<file path="src/rtl/abc_vector_sequencer_if.sv">
// Bus between the vector sequencer and whatever consumes its stimulus/response.
// The sequencer holds the master modport; a bench or host holds the slave modport.
interface abc_vector_sequencer_if #(
  parameter int NUM_STEPS = 9
);
  localparam int IDX_W = (NUM_STEPS > 1) ? $clog2(NUM_STEPS) : 1;
  localparam int ERR_W = $clog2(NUM_STEPS + 1);

  logic                 start;
  logic                 y;
  logic                 a;
  logic                 b;
  logic                 c;
  logic                 busy;
  logic                 done;
  logic [IDX_W-1:0]     step_idx;
  logic                 mismatch;
  logic [NUM_STEPS-1:0] y_log;
  logic [ERR_W-1:0]     err_count;

  modport master (
    input  start, y,
    output a, b, c, busy, done, step_idx, mismatch, y_log, err_count
  );

  modport slave (
    output start, y,
    input  a, b, c, busy, done, step_idx, mismatch, y_log, err_count
  );
endinterface

</file>
<file path="src/rtl/abc_vector_sequencer.sv">
// Clocked stimulus driver for a 3-input combinational block: walks {A,B,C} through
// a fixed vector table, samples Y at the end of each hold window and scores it.
module abc_vector_sequencer #(
  parameter int                     NUM_STEPS   = 9,
  parameter int                     HOLD_CYCLES = 20,
  parameter logic [3*NUM_STEPS-1:0] VECTORS     = {3'b101, 3'b000, 3'b010, 3'b111, 3'b001,
                                                   3'b011, 3'b000, 3'b100, 3'b000},
  parameter logic [NUM_STEPS-1:0]   EXPECT      = 9'h072,
  parameter int                     ERR_W       = $clog2(NUM_STEPS + 1)
) (
  input  logic                    clk,
  input  logic                    rst,
  abc_vector_sequencer_if.master  bus
);

  localparam int IDX_W  = (NUM_STEPS > 1) ? $clog2(NUM_STEPS) : 1;
  localparam int HOLD_W = (HOLD_CYCLES > 1) ? $clog2(HOLD_CYCLES) : 1;
  localparam logic [IDX_W-1:0]  LAST_IDX  = IDX_W'(NUM_STEPS - 1);
  localparam logic [HOLD_W-1:0] LAST_HOLD = HOLD_W'(HOLD_CYCLES - 1);

  typedef enum logic [1:0] {IDLE, RUN, DONE} state_t;

  state_t               state;
  logic [2:0]           abc;
  logic                 busy;
  logic                 done;
  logic                 mismatch;
  logic [IDX_W-1:0]     step_idx;
  logic [HOLD_W-1:0]    hold;
  logic [NUM_STEPS-1:0] y_log;
  logic [ERR_W-1:0]     err_count;

  function automatic logic [2:0] vec_at(input logic [IDX_W-1:0] idx);
    return VECTORS[3*idx +: 3];
  endfunction

  always_ff @(posedge clk) begin
    if (rst) begin
      state     <= IDLE;
      abc       <= 3'b000;
      busy      <= 1'b0;
      done      <= 1'b0;
      mismatch  <= 1'b0;
      step_idx  <= '0;
      hold      <= '0;
      y_log     <= '0;
      err_count <= '0;
    end else begin
      done     <= 1'b0;
      mismatch <= 1'b0;
      case (state)
        IDLE: begin
          abc  <= 3'b000;
          busy <= 1'b0;
          if (bus.start) begin
            abc       <= vec_at('0);
            busy      <= 1'b1;
            step_idx  <= '0;
            hold      <= '0;
            y_log     <= '0;
            err_count <= '0;
            state     <= RUN;
          end
        end
        RUN: begin
          if (hold == LAST_HOLD) begin
            // End of the hold window: the vector has been stable for HOLD_CYCLES cycles.
            y_log[step_idx] <= bus.y;
            if (bus.y != EXPECT[step_idx]) begin
              err_count <= err_count + ERR_W'(1);
              mismatch  <= 1'b1;
            end
            if (step_idx == LAST_IDX) begin
              abc   <= 3'b000;
              busy  <= 1'b0;
              done  <= 1'b1;
              state <= DONE;
            end else begin
              step_idx <= step_idx + IDX_W'(1);
              abc      <= vec_at(step_idx + IDX_W'(1));
              hold     <= '0;
            end
          end else begin
            hold <= hold + HOLD_W'(1);
          end
        end
        DONE: begin
          state <= IDLE;
        end
        default: state <= IDLE;
      endcase
    end
  end

  assign bus.a         = abc[2];
  assign bus.b         = abc[1];
  assign bus.c         = abc[0];
  assign bus.busy      = busy;
  assign bus.done      = done;
  assign bus.mismatch  = mismatch;
  assign bus.step_idx  = step_idx;
  assign bus.y_log     = y_log;
  assign bus.err_count = err_count;

endmodule

</file>
<file path="src/flat_wrapper.sv">
// flat-port wrapper written by rule: the top's interface ports become plain ports
module abc_vector_sequencer_flat 
#(
  parameter int                     NUM_STEPS   = 9,
  parameter int                     HOLD_CYCLES = 20,
  parameter logic [3*NUM_STEPS-1:0] VECTORS     = {3'b101, 3'b000, 3'b010, 3'b111, 3'b001,
                                                   3'b011, 3'b000, 3'b100, 3'b000},
  parameter logic [NUM_STEPS-1:0]   EXPECT      = 9'h072,
  parameter int                     ERR_W       = $clog2(NUM_STEPS + 1)
)
  (clk, rst, bus_start, bus_y, bus_a, bus_b, bus_c, bus_busy, bus_done, bus_step_idx, bus_mismatch, bus_y_log, bus_err_count);
  abc_vector_sequencer_if #(.NUM_STEPS(NUM_STEPS)) bus_i ();
  input  logic clk;
  input  logic rst;
  input wire logic [$bits(bus_i.start)-1:0] bus_start;
  input wire logic [$bits(bus_i.y)-1:0] bus_y;
  output wire logic [$bits(bus_i.a)-1:0] bus_a;
  output wire logic [$bits(bus_i.b)-1:0] bus_b;
  output wire logic [$bits(bus_i.c)-1:0] bus_c;
  output wire logic [$bits(bus_i.busy)-1:0] bus_busy;
  output wire logic [$bits(bus_i.done)-1:0] bus_done;
  output wire logic [$bits(bus_i.step_idx)-1:0] bus_step_idx;
  output wire logic [$bits(bus_i.mismatch)-1:0] bus_mismatch;
  output wire logic [$bits(bus_i.y_log)-1:0] bus_y_log;
  output wire logic [$bits(bus_i.err_count)-1:0] bus_err_count;
  assign bus_i.start = bus_start;
  assign bus_i.y = bus_y;
  assign bus_a = bus_i.a;
  assign bus_b = bus_i.b;
  assign bus_c = bus_i.c;
  assign bus_busy = bus_i.busy;
  assign bus_done = bus_i.done;
  assign bus_step_idx = bus_i.step_idx;
  assign bus_mismatch = bus_i.mismatch;
  assign bus_y_log = bus_i.y_log;
  assign bus_err_count = bus_i.err_count;
  abc_vector_sequencer #(.NUM_STEPS(NUM_STEPS), .HOLD_CYCLES(HOLD_CYCLES), .VECTORS(VECTORS), .EXPECT(EXPECT), .ERR_W(ERR_W)) u_core (.clk(clk), .rst(rst), .bus(bus_i));
endmodule
</file>
<file path="config.mk">
export PLATFORM = sky130hd
export DESIGN_NAME = abc_vector_sequencer_flat
export DESIGN_NICKNAME = d
export VERILOG_FILES = /design/src/rtl/abc_vector_sequencer_if.sv /design/src/rtl/abc_vector_sequencer.sv /design/src/flat_wrapper.sv
export SDC_FILE = /design/constraint.sdc
export NUM_CORES = 1
export LEC_CHECK = 0
export BUFFER_PORTS_ARGS = -buffer_cell sky130_fd_sc_hd__buf_4
export CAP_MARGIN = 0
export CORE_MARGIN = 3
export CORE_UTILIZATION = 24
export DETAILED_ROUTE_END_ITERATION = 10
export PLACE_DENSITY = 0.48
export SLEW_MARGIN = 40
export SYNTH_ARGS = -nofsm -noshare
export SYNTH_HDL_FRONTEND = slang
export SYNTH_SLANG_ARGS = --single-unit
</file>
<file path="constraint.sdc">
create_clock -name clk -period 2.5 [get_ports clk]
set_input_delay 0.25 -clock clk [delete_from_list [all_inputs] [get_ports clk]]
set_output_delay 0.25 -clock clk [all_outputs]
set_load 0.01 [all_outputs]
</file>
==> results of run 1 <==
## cell families after synthesis
logic type               after synthesis
AND/OR/NAND/NOR                       67
AO/OA/AOI/OAI                         48
flip-flops                            31
buffers and inverters                 11
XOR/XNOR                               9
multiplexers                           7
adder cells (fa/ha/maj)                7
## final timing paths
kind,end,cells past startpoint,from,slack (ns)
worst min register to register,u_core.bus.y_log[2],2,u_core.bus.y_log[2],0.48
worst min-delay path,u_core.bus.y_log[8],3,bus_y,0.30
worst max-delay path,u_core.hold[3],7,u_core.bus.step_idx[0],0.46
worst max register to register,u_core.hold[3],7,u_core.bus.step_idx[0],0.46
## routing by layer
layer	GRT usage [%]	vias up	routed length, um
met5	0	-	0
met4	4.96	0	87
met3	3.69	10	187
met2	17.7	25	1780
met1	14.2	610	1740
li1	-	681	-
## through the flow
stage / power, mW / area [um^2] / util, %
2_1_floorplan: 0.573 / 1580 / -
3_3_place_gp: 0.592 / 1830 / 29.9
3_5_place_dp: 0.593 / 1830 / 29.9
4_1_cts: 1.00 / 1920 / 31.3
5_1_grt: 1.03 / 1920 / 31.3
6_report: 0.989 / 1920 / 31.3
## layout make-up
cell class	count	area, um^2	area share [%]
repair buffers	27	203	10.6
clock inverters	1	5.00	0.261
inverters	2	7.51	0.391
clock buffers	6	82.6	4.31
well taps	75	93.8	4.89
flip-flops and latches	31	621	32.4
multi-input cells	138	906	47.2
## Yosys cell counts (3+ instances only)
cell type / n
a21oi_1: 21
o21ai_1: 9
nor4_1: 3
ha_1: 7
mux2i_1: 6
o21ai_0: 5
nand2b_1: 3
xor2_1: 5
xnor2_1: 4
nand3_1: 6
nand2_1: 16
nor2b_1: 7
dfxtp_1: 31
nor2_1: 19
clkbuf_1: 5
## tightest hold or removal path, stage by stage
cell     delay, ns
buf_4         0.13
nand3_1       0.09
a21oi_1       0.06
## power groups by stage
stage	combinational [mW]	clock [mW]	sequential [mW]
after floorplan	0.0566	0	0.517
after global placement	0.0735	0	0.519
after detailed placement	0.0744	0	0.519
after CTS	0.0747	0.423	0.507
after global routing	0.0828	0.443	0.509
final	0.0728	0.409	0.507
## flip-flops by register name (all words and copies together), names as in the netlist, named ones only
register	count
u_core.bus.mismatch	1
u_core.state	2
u_core.bus.done	1
u_core.hold	5
u_core.bus.step_idx	4
u_core.bus.y_log	9
u_core.bus.err_count	4
u_core.bus.busy	1
u_core.abc	3
==> impl_metrics.env, run 1 <==
export IMPL_end_kind="flop"
export IMPL_gr_usage_all_layers_pct=11.3
export IMPL_syn_to_final_growth_pct=21.6
export IMPL_io_pins=27
export IMPL_root_buffer="clkbuf_8"
export IMPL_wl_per_cell_um=13.5
export IMPL_gp_congestion=0.763
export IMPL_synth_top_area_share_pct=39.3
export IMPL_syn_num_nets=191
export IMPL_synth_compound_area_share_pct=18.9
export IMPL_syn_cell_area_um2=1580
export IMPL_fill_cells=657
export IMPL_synth_top_family_by_area="simple AND/OR/NAND/NOR gates"
export IMPL_final_cell_mix="dfxtp_1 (31), buf_4 (27), a21oi_1 (21), nor2_1 (19), nand2_1 (16)"
export IMPL_postCtsSetupBuffers=0
export IMPL_post_route_min_period_ns=2.04
export IMPL_synth_area_leader_cell="dfxtp_1"
export IMPL_setup_viol=0
export IMPL_synthArstFlopShare_pct=0
export IMPL_synthFlopType="dfxtp_1"
export IMPL_hold_buffers=0
export IMPL_core_area_um2=6130
export IMPL_yosysWarningCount=0
export IMPL_clock_path_buffers=2
export IMPL_cts_sinks=31
export IMPL_cts_htree_levels=2
export IMPL_clkPwrFrac_pct=41.3
export IMPL_antenna_found_initial=0
export IMPL_fmax_mhz=490
export IMPL_die_h_um=87.1
export IMPL_synthAdderAreaFrac_pct=5.55
export IMPL_crit_path_start_kind="flop"
export IMPL_worst_slew_pin_slew_ns=0.611
export IMPL_grt_overflow=0
export IMPL_final_common_cell="dfxtp_1"
export IMPL_rsz0062_at_grt="false"
export IMPL_crit_path_max_incr_delay_ns=0.52
export IMPL_clk_latency_ns=0.28
export IMPL_fin_ws_ns=0.459
export IMPL_cts_tree="built"
export IMPL_holdWs_ns=0.299
export IMPL_cp_top_family="flip-flops"
export IMPL_synth_seq_cells=31
export IMPL_cp_cell_sequence="inv_1 -> ha_1 -> and3b_1 -> a31oi_1 -> nand4_1 -> xor2_1 -> nor2_1"
export IMPL_critPathRequiredTime_ns=2.67
export IMPL_synth_xor_area_share_pct=5.00
export IMPL_sw_frac_of_total_pct=24.8
export IMPL_power_leakage_nw=0.761
export IMPL_initialDrtViolationCount=96
export IMPL_cts_made_buffers=5
export IMPL_rows=28
export IMPL_layout_nets=216
export IMPL_comb_power_share_pct=7.4
export IMPL_final_cells=280
export IMPL_hold_viol=0
export IMPL_status="finished, final reports clean"
export IMPL_dieArea_um2=7580
export IMPL_synth_edf_count=0
export IMPL_routed_wl_um=3790
export IMPL_p_int_mw=0.744
export IMPL_cap_violations=0
export IMPL_slowest_stage="dfxtp_1"
export IMPL_crit_type="reg -> reg"
export IMPL_power_share_sequential_pct=51.3
export IMPL_grt_pass1_vias=1361
export IMPL_grt_start_max_net_pins=27
export IMPL_yosys_area_share_simple_pct=22.8
export IMPL_detail_route_antenna_nets=0
export IMPL_grt_first_pass_wirelength_um=6690
export IMPL_p_per_area_nw_per_um2=516
export IMPL_synth_area_leaders="dfxtp_1 (39%), a21oi_1 (6.7%), ha_1 (5.6%), nor2_1 (4.5%), mux2i_1 (3.8%)"
export IMPL_finalMaxSlewViolations=0
export IMPL_synth_cell_type_count=44
export IMPL_critPathArrivalTime_ns=2.22
export IMPL_drt_first_pass_iters=5
export IMPL_tns_ns=0
export IMPL_dpl_hpwl_um=2790
export IMPL_avgSynthCellArea_um2=8.77
export IMPL_path_buf_inv=1
export IMPL_critical_path_max_fanout=9
export IMPL_drive_gt1_share_pct=21.0
export IMPL_antenna_cells=0
export IMPL_vias=1326
export IMPL_synth_mux_area_share_pct=5.23
export IMPL_slew_headroom_pct=59.3
export IMPL_vias_per_cell=4.74
export IMPL_port_buffer_count=26
export IMPL_min_path_type="in -> reg"
export IMPL_vdd_drop_max_mv=0.181
export IMPL_initial_core_util_pct=25.7
export IMPL_synthCells=180
export IMPL_ys_seq_area_share_pct=39.3
export IMPL_placed_cells=273
export IMPL_clk_pin_slew_ns=0.07
export IMPL_die_w_um=87.1
export IMPL_switching_power_mw=0.245
export IMPL_post_cts_resized=0
export IMPL_dp_slack_ns=0.465
export IMPL_drc=0
export IMPL_fin_skew_ns=0.00485
export IMPL_layout_worst_path_cycle_share_pct=81.6
Power figures use the tool's default switching activity.
==> inputs of run 2 (changes only) <==
Clock period 2.5 ns to 2.14 ns, I/O delays scaled along.
==> run 2 against run 1 <==
Clock-buffer cell count unchanged. Non-clock buffer count up 4. Utilization up 1.1 points. First-iteration DRC count down 44%. Combinational power up 20%. Critical path depth unchanged. Sequential cell count unchanged. Via count down 0.23%. Worst setup slack worse by 0.19 ns. Final area up 3.5%. Global-route usage down 0.44 points.
==> impl_metrics.env, run 2 (same netlist as run 1, synthesis figures left out) <==
export IMPL_initial_core_util_pct=25.7
export IMPL_cts_sinks=31
export IMPL_fmax_mhz=533
export IMPL_port_buffer_count=26
export IMPL_p_per_area_nw_per_um2=645
export IMPL_cp_cell_sequence="inv_1 -> ha_1 -> nand3b_1 -> a21oi_1 -> a211oi_2 -> mux2i_1 -> nor3_2"
export IMPL_die_h_um=87.1
export IMPL_dp_slack_ns=0.198
export IMPL_vdd_drop_max_mv=0.414
export IMPL_cts_htree_levels=2
export IMPL_dpl_hpwl_um=2760
export IMPL_setup_viol=0
export IMPL_crit_type="reg -> reg"
export IMPL_critPathRequiredTime_ns=2.30
export IMPL_post_route_min_period_ns=1.87
export IMPL_layout_worst_path_cycle_share_pct=87.6
export IMPL_grtUsageMet3_pct=3.03
export IMPL_routed_wl_um=3690
export IMPL_grt_overflow=0
export IMPL_clk_pin_slew_ns=0.07
export IMPL_rsz0062_at_grt="false"
export IMPL_status="finished, final reports clean"
export IMPL_core_area_um2=6130
export IMPL_reg_largest_list="u_core.bus.y_log: 9 flops, u_core.hold: 5 flops"
export IMPL_fill_cells=645
export IMPL_gr_usage_all_layers_pct=10.9
export IMPL_detail_route_antenna_nets=0
export IMPL_cap_violations=0
export IMPL_grt_start_max_net_pins=27
export IMPL_busiest_layer="met2"
export IMPL_drt_first_pass_iters=4
export IMPL_io_pins=27
export IMPL_slowest_stage="dfxtp_1"
export IMPL_largest_register_ffs=9
export IMPL_syn_to_final_growth_pct=25.8
export IMPL_final_cells=285
export IMPL_gp_congestion=0.741
export IMPL_hold_buffers=0
export IMPL_multi_input_area_um2=912
export IMPL_clk_latency_ns=0.28
export IMPL_fin_skew_ns=0.00862
export IMPL_dieArea_um2=7580
export IMPL_slew_headroom_pct=72.0
export IMPL_power_leakage_nw=0.794
export IMPL_vias=1323
export IMPL_met1_usage_pct=13.8
export IMPL_clock_path_buffers=2
export IMPL_layout_nets=220
export IMPL_antenna_cells=0
export IMPL_end_kind="flop"
export IMPL_vias_per_cell=4.64
export IMPL_fin_ws_ns=0.265
export IMPL_worst_slew_pin_slew_ns=0.419
export IMPL_initialDrtViolationCount=54
export IMPL_crit_path_max_incr_delay_ns=0.44
export IMPL_post_dp_cell_area_um2=1850
export IMPL_placed_cells=275
export IMPL_power_mw=1.28
export IMPL_grt_pass1_vias=1367
export IMPL_cts_made_buffers=5
export IMPL_die_w_um=87.1
export IMPL_final_cell_mix="dfxtp_1 (31), buf_4 (31), a21oi_1 (21), nor2_1 (19), nand2_1 (16)"
export IMPL_critical_path_max_fanout=7
export IMPL_cts_tree="built"
export IMPL_finalMaxSlewViolations=0
export IMPL_wl_per_cell_um=12.9
export IMPL_critPathArrivalTime_ns=2.04
export IMPL_top_register="u_core.bus.y_log"
export IMPL_root_buffer="clkbuf_8"
export IMPL_rows=28
export IMPL_drive_gt1_share_pct=23.3
export IMPL_grt_first_pass_wirelength_um=6470
export IMPL_finish_instance_area_um2=1980
export IMPL_crit_path_start_kind="flop"
export IMPL_antenna_found_initial=0
export IMPL_use_met2_pct=17.5
export IMPL_min_path_type="in -> reg"
export IMPL_hold_viol=0
export IMPL_final_seq_area_um2=621
export IMPL_drc=0
export IMPL_tns_ns=0
[run 2: worst max-delay path, delay by kind of cell, from the launching register on]
family | cells | cell delay, ns
flip-flops | 1 | 0.44
AND/OR/NAND/NOR | 2 | 0.30
buffers and inverters | 1 | 0.09
multiplexers | 1 | 0.26
adder cells (fa/ha/maj) | 1 | 0.27
AO/OA/AOI/OAI | 2 | 0.39
[run 2: through the flow]
stage | hold slack [ns] | util, %
floorplan | 0.362 | -
global placement | 0.470 | 30.1
detailed placement | 0.472 | 30.1
CTS | 0.232 | 32.0
global route | 0.247 | 32.4
finish | 0.238 | 32.4
[run 2: path summary, 6_finish.rpt]
kind / startpoint / to / slack, ns / cells after the start
setup reg to reg: u_core.bus.step_idx[1] / flop / 0.27 / 7
setup / recovery: u_core.bus.step_idx[1] / flop / 0.27 / 7
hold reg to reg: u_core.bus.y_log[2] / u_core.bus.y_log[2] / 0.48 / 2
hold / removal: bus_y / u_core.bus.y_log[8] / 0.24 / 3
[run 2: area by class of cell]
type                       instances  area share (%)
inverter                           2           0.378
sequential                        31            31.3
timing repair buffer              31            11.7
clock inverter                     2            1.77
clock buffer                       6            4.16
multi-input combinational        138            46.0
tap                               75            4.73
[run 2: report_power, final]
part / leakage (nW) / total, mW / internal (mW) / switching, mW
Sequential: 0.251 / 0.593 / 0.584 / 0.00849
Clock: 0.0612 / 0.600 / 0.377 / 0.223
Combinational: 0.482 / 0.0875 / 0.0342 / 0.0533
Total: 0.794 / 1.28 / 0.995 / 0.285
[run 2: routing by layer]
metal | share of wire (%) | vias to the layer above
li1 | - | 697
met1 | 48 | 601
met2 | 46 | 20
met3 | 3.7 | 5
met4 | 1.4 | 0
met5 | 0 | -
[run 2: timing repair]
action                                  4_1_cts  5_1_grt
setup buffers                                 0        2
resized for setup                             0        1
endpoints found under the setup margin        0        2
==> inputs of run 3 (changes only) <==
Settings changed: ABC_AREA set to 1.
==> run 3 against run 2 <==
Die area increased by 2.8%. Global-route usage fell by 0.17 points. Highest routed layer unchanged. Critical path depth grew 4. Critical path type unchanged. Maximum frequency grew 7.3%.
==> impl_metrics.env, run 3 <==
export IMPL_hold_viol=0
export IMPL_multi_input_area_um2=896
export IMPL_vias_per_cell=4.40
export IMPL_synth_seq_cells=31
export IMPL_post_synth_top_count_cell="nand2_1"
export IMPL_final_common_cell="nand2_1"
export IMPL_p_per_area_nw_per_um2=683
export IMPL_status="finished, final reports clean"
export IMPL_power_mw=1.36
export IMPL_slew_headroom_pct=73.5
export IMPL_synth_area_leaders="dfxtp_1 (38%), nand2_1 (11%), a21oi_1 (6.5%), ha_1 (5.4%), nor2_1 (5.3%)"
export IMPL_core_area_um2=6460
export IMPL_fmax_mhz=572
export IMPL_largest_register_ffs=9
export IMPL_cts_sinks=31
export IMPL_yosysWarningCount=0
export IMPL_min_path_cells=2
export IMPL_cap_violations=0
export IMPL_grt_overflow=0
export IMPL_reg_largest_list="u_core.bus.y_log: 9 flops, u_core.hold: 5 flops"
export IMPL_tns_ns=0
export IMPL_grt_first_pass_wirelength_um=6370
export IMPL_crit_path_start_kind="flop"
export IMPL_final_cell_mix="nand2_1 (47), dfxtp_1 (31), buf_4 (26), nor2_1 (23), a21oi_1 (21)"
export IMPL_rsz0062_at_grt="false"
export IMPL_cp_cell_sequence="inv_1 -> ha_1 -> nand2_1 -> nor2_2 -> nor2_4 -> nand2_1 -> nand2_1 -> nand3_1 -> nor2_1 -> nor2_1 -> nor2_1"
export IMPL_finalMaxSlewViolations=0
export IMPL_post_route_min_period_ns=1.75
export IMPL_drc=0
export IMPL_fin_skew_ns=0.00519
export IMPL_hold_buffers=0
export IMPL_routed_wl_um=3800
export IMPL_setup_viol=0
export IMPL_final_seq_area_um2=621
export IMPL_port_buffer_count=26
export IMPL_cts_made_buffers=5
export IMPL_syn_cell_area_um2=1630
export IMPL_synthFlopType="dfxtp_1"
export IMPL_top_register="u_core.bus.y_log"
export IMPL_dpl_hpwl_um=2870
export IMPL_initial_core_util_pct=25.2
export IMPL_synth_area_leader_cell="dfxtp_1"
export IMPL_timing_rr_start="u_core.bus.step_idx[0]"
export IMPL_rr_worst_depth=11
export IMPL_die_h_um=88.3
export IMPL_gr_usage_all_layers_pct=10.7
export IMPL_final_core_util_pct=30.9
export IMPL_postCtsSetupBuffers=0
export IMPL_synthCells=218
export IMPL_post_dp_cell_area_um2=1900
export IMPL_dieArea_um2=7800
export IMPL_io_pins=27
export IMPL_clock_path_buffers=2
export IMPL_power_leakage_nw=0.860
export IMPL_cts_tree="built"
export IMPL_synthTopCellsByCount="nand2_1 (47), dfxtp_1 (31), nor2_1 (23)"
export IMPL_ys_seq_area_share_pct=38.2
export IMPL_detail_route_antenna_nets=0
export IMPL_clk_pin_slew_ns=0.07
export IMPL_end_kind="flop"
export IMPL_antenna_cells=0
export IMPL_crit_path_max_incr_delay_ns=0.46
export IMPL_holdPathEnd="u_core.state[0]"
export IMPL_critPathArrivalTime_ns=1.97
export IMPL_initialDrtViolationCount=71
export IMPL_drt_first_pass_iters=4
export IMPL_worst_slew_pin_slew_ns=0.396
export IMPL_drive_gt1_share_pct=23.7
export IMPL_clk_latency_ns=0.28
export IMPL_die_w_um=88.3
export IMPL_min_path_type="in -> reg"
export IMPL_vias=1436
export IMPL_antenna_found_initial=0
export IMPL_cts_htree_levels=2
export IMPL_worstHoldStart="rst"
export IMPL_vdd_drop_max_mv=0.273
export IMPL_root_buffer="clkbuf_8"
export IMPL_reg2reg_slack_ns=0.39
export IMPL_wl_per_cell_um=11.6
export IMPL_placed_cells=318
export IMPL_final_cells=326
export IMPL_syn_num_nets=229
export IMPL_critPathRequiredTime_ns=2.36
export IMPL_layout_nets=259
export IMPL_post_cts_resized=0
export IMPL_slowest_stage="dfxtp_1"
export IMPL_fill_cells=717
export IMPL_avgSynthCellArea_um2=7.46
export IMPL_gp_congestion=0.849
export IMPL_synth_edf_count=0
export IMPL_layout_worst_path_cycle_share_pct=81.6
export IMPL_path_buf_inv=1
export IMPL_grt_start_max_net_pins=23
export IMPL_syn_to_final_growth_pct=22.9
export IMPL_crit_type="reg -> reg"
export IMPL_rows=29
export IMPL_finish_instance_area_um2=2000
export IMPL_synth_top_area_share_pct=38.2
export IMPL_cp_top_family="simple AND/OR/NAND/NOR gates"
export IMPL_grt_pass1_vias=1413
export IMPL_synth_cell_type_count=29
export IMPL_synthArstFlopShare_pct=0
export IMPL_critical_path_max_fanout=7
[run 3: changes by cell type in the layout (fill, tap and decap cells not counted), moves of 4 or more]
cell     before  now
mux2i_1       6    0
nor2_4        0    4
nand2_2       0    4
o21ai_0       5   13
inv_1         2   18
inv_2         0    5
nor2_1       19   23
nor2b_1       7    0
nand2_1      16   47
buf_4        31   26
o21ai_1       9    2
nand3_1       6   14
xnor2_1       4    0
[run 3: area by class of cell]
class	count	area share [%]
multi-input combinational	160	44.8
sequential	31	31.1
timing repair buffer	26	9.77
clock buffer	8	5.01
tap	77	4.82
inverter	24	4.51
[run 3: per-layer routing]
| metal | global-route usage (%) | routed length, um | vias up |
|---|---|---|---|
| li1 | - | - | 770 |
| met2 | 17.1 | 1690 | 27 |
| met1 | 13.3 | 1860 | 635 |
| met3 | 3.35 | 198 | 4 |
| met4 | 4.95 | 56 | 0 |
| met5 | 0 | 0 | - |
[run 3: worst max-delay path by stage]
stage                           start   end  slack (ns)  depth (start not counted)
2_1_floorplan  u_core.bus.step_idx[0]  flop        0.59                          8
3_3_place_gp   u_core.bus.step_idx[0]  flop        0.46                          8
3_5_place_dp   u_core.bus.step_idx[0]  flop        0.42                         11
4_1_cts        u_core.bus.step_idx[0]  flop        0.40                         11
5_1_grt        u_core.bus.step_idx[0]  flop        0.16                         11
6_report       u_core.bus.step_idx[0]  flop        0.39                         11
[run 3: kinds of logic (layout without fill, tap and decap cells)]
group	after synthesis	count (layout)	synth area share, %
and+or+nand+nor	113	113	36.3
buffers and inverters	27	58	6.70
adders and majority gates	7	7	5.39
xor gates and xnor gates	2	2	1.08
AOI/OAI and AO/OA	38	38	12.4
DFF	31	31	38.2
[run 3: where the power goes]
group	internal [mW]	switching, mW	leakage [nW]
logic	0.0814	0.150	0.557
registers	0.596	0.0199	0.251
clock network	0.293	0.222	0.0515
total	0.971	0.393	0.860
[run 3: per-stage QoR]
stage	setup WS, ns	hold WS, ns
2_1_floorplan	0.589	0.325
3_3_place_gp	0.462	0.459
3_5_place_dp	0.419	0.457
4_1_cts	0.396	0.281
5_1_grt	0.161	0.297
6_report	0.393	0.275
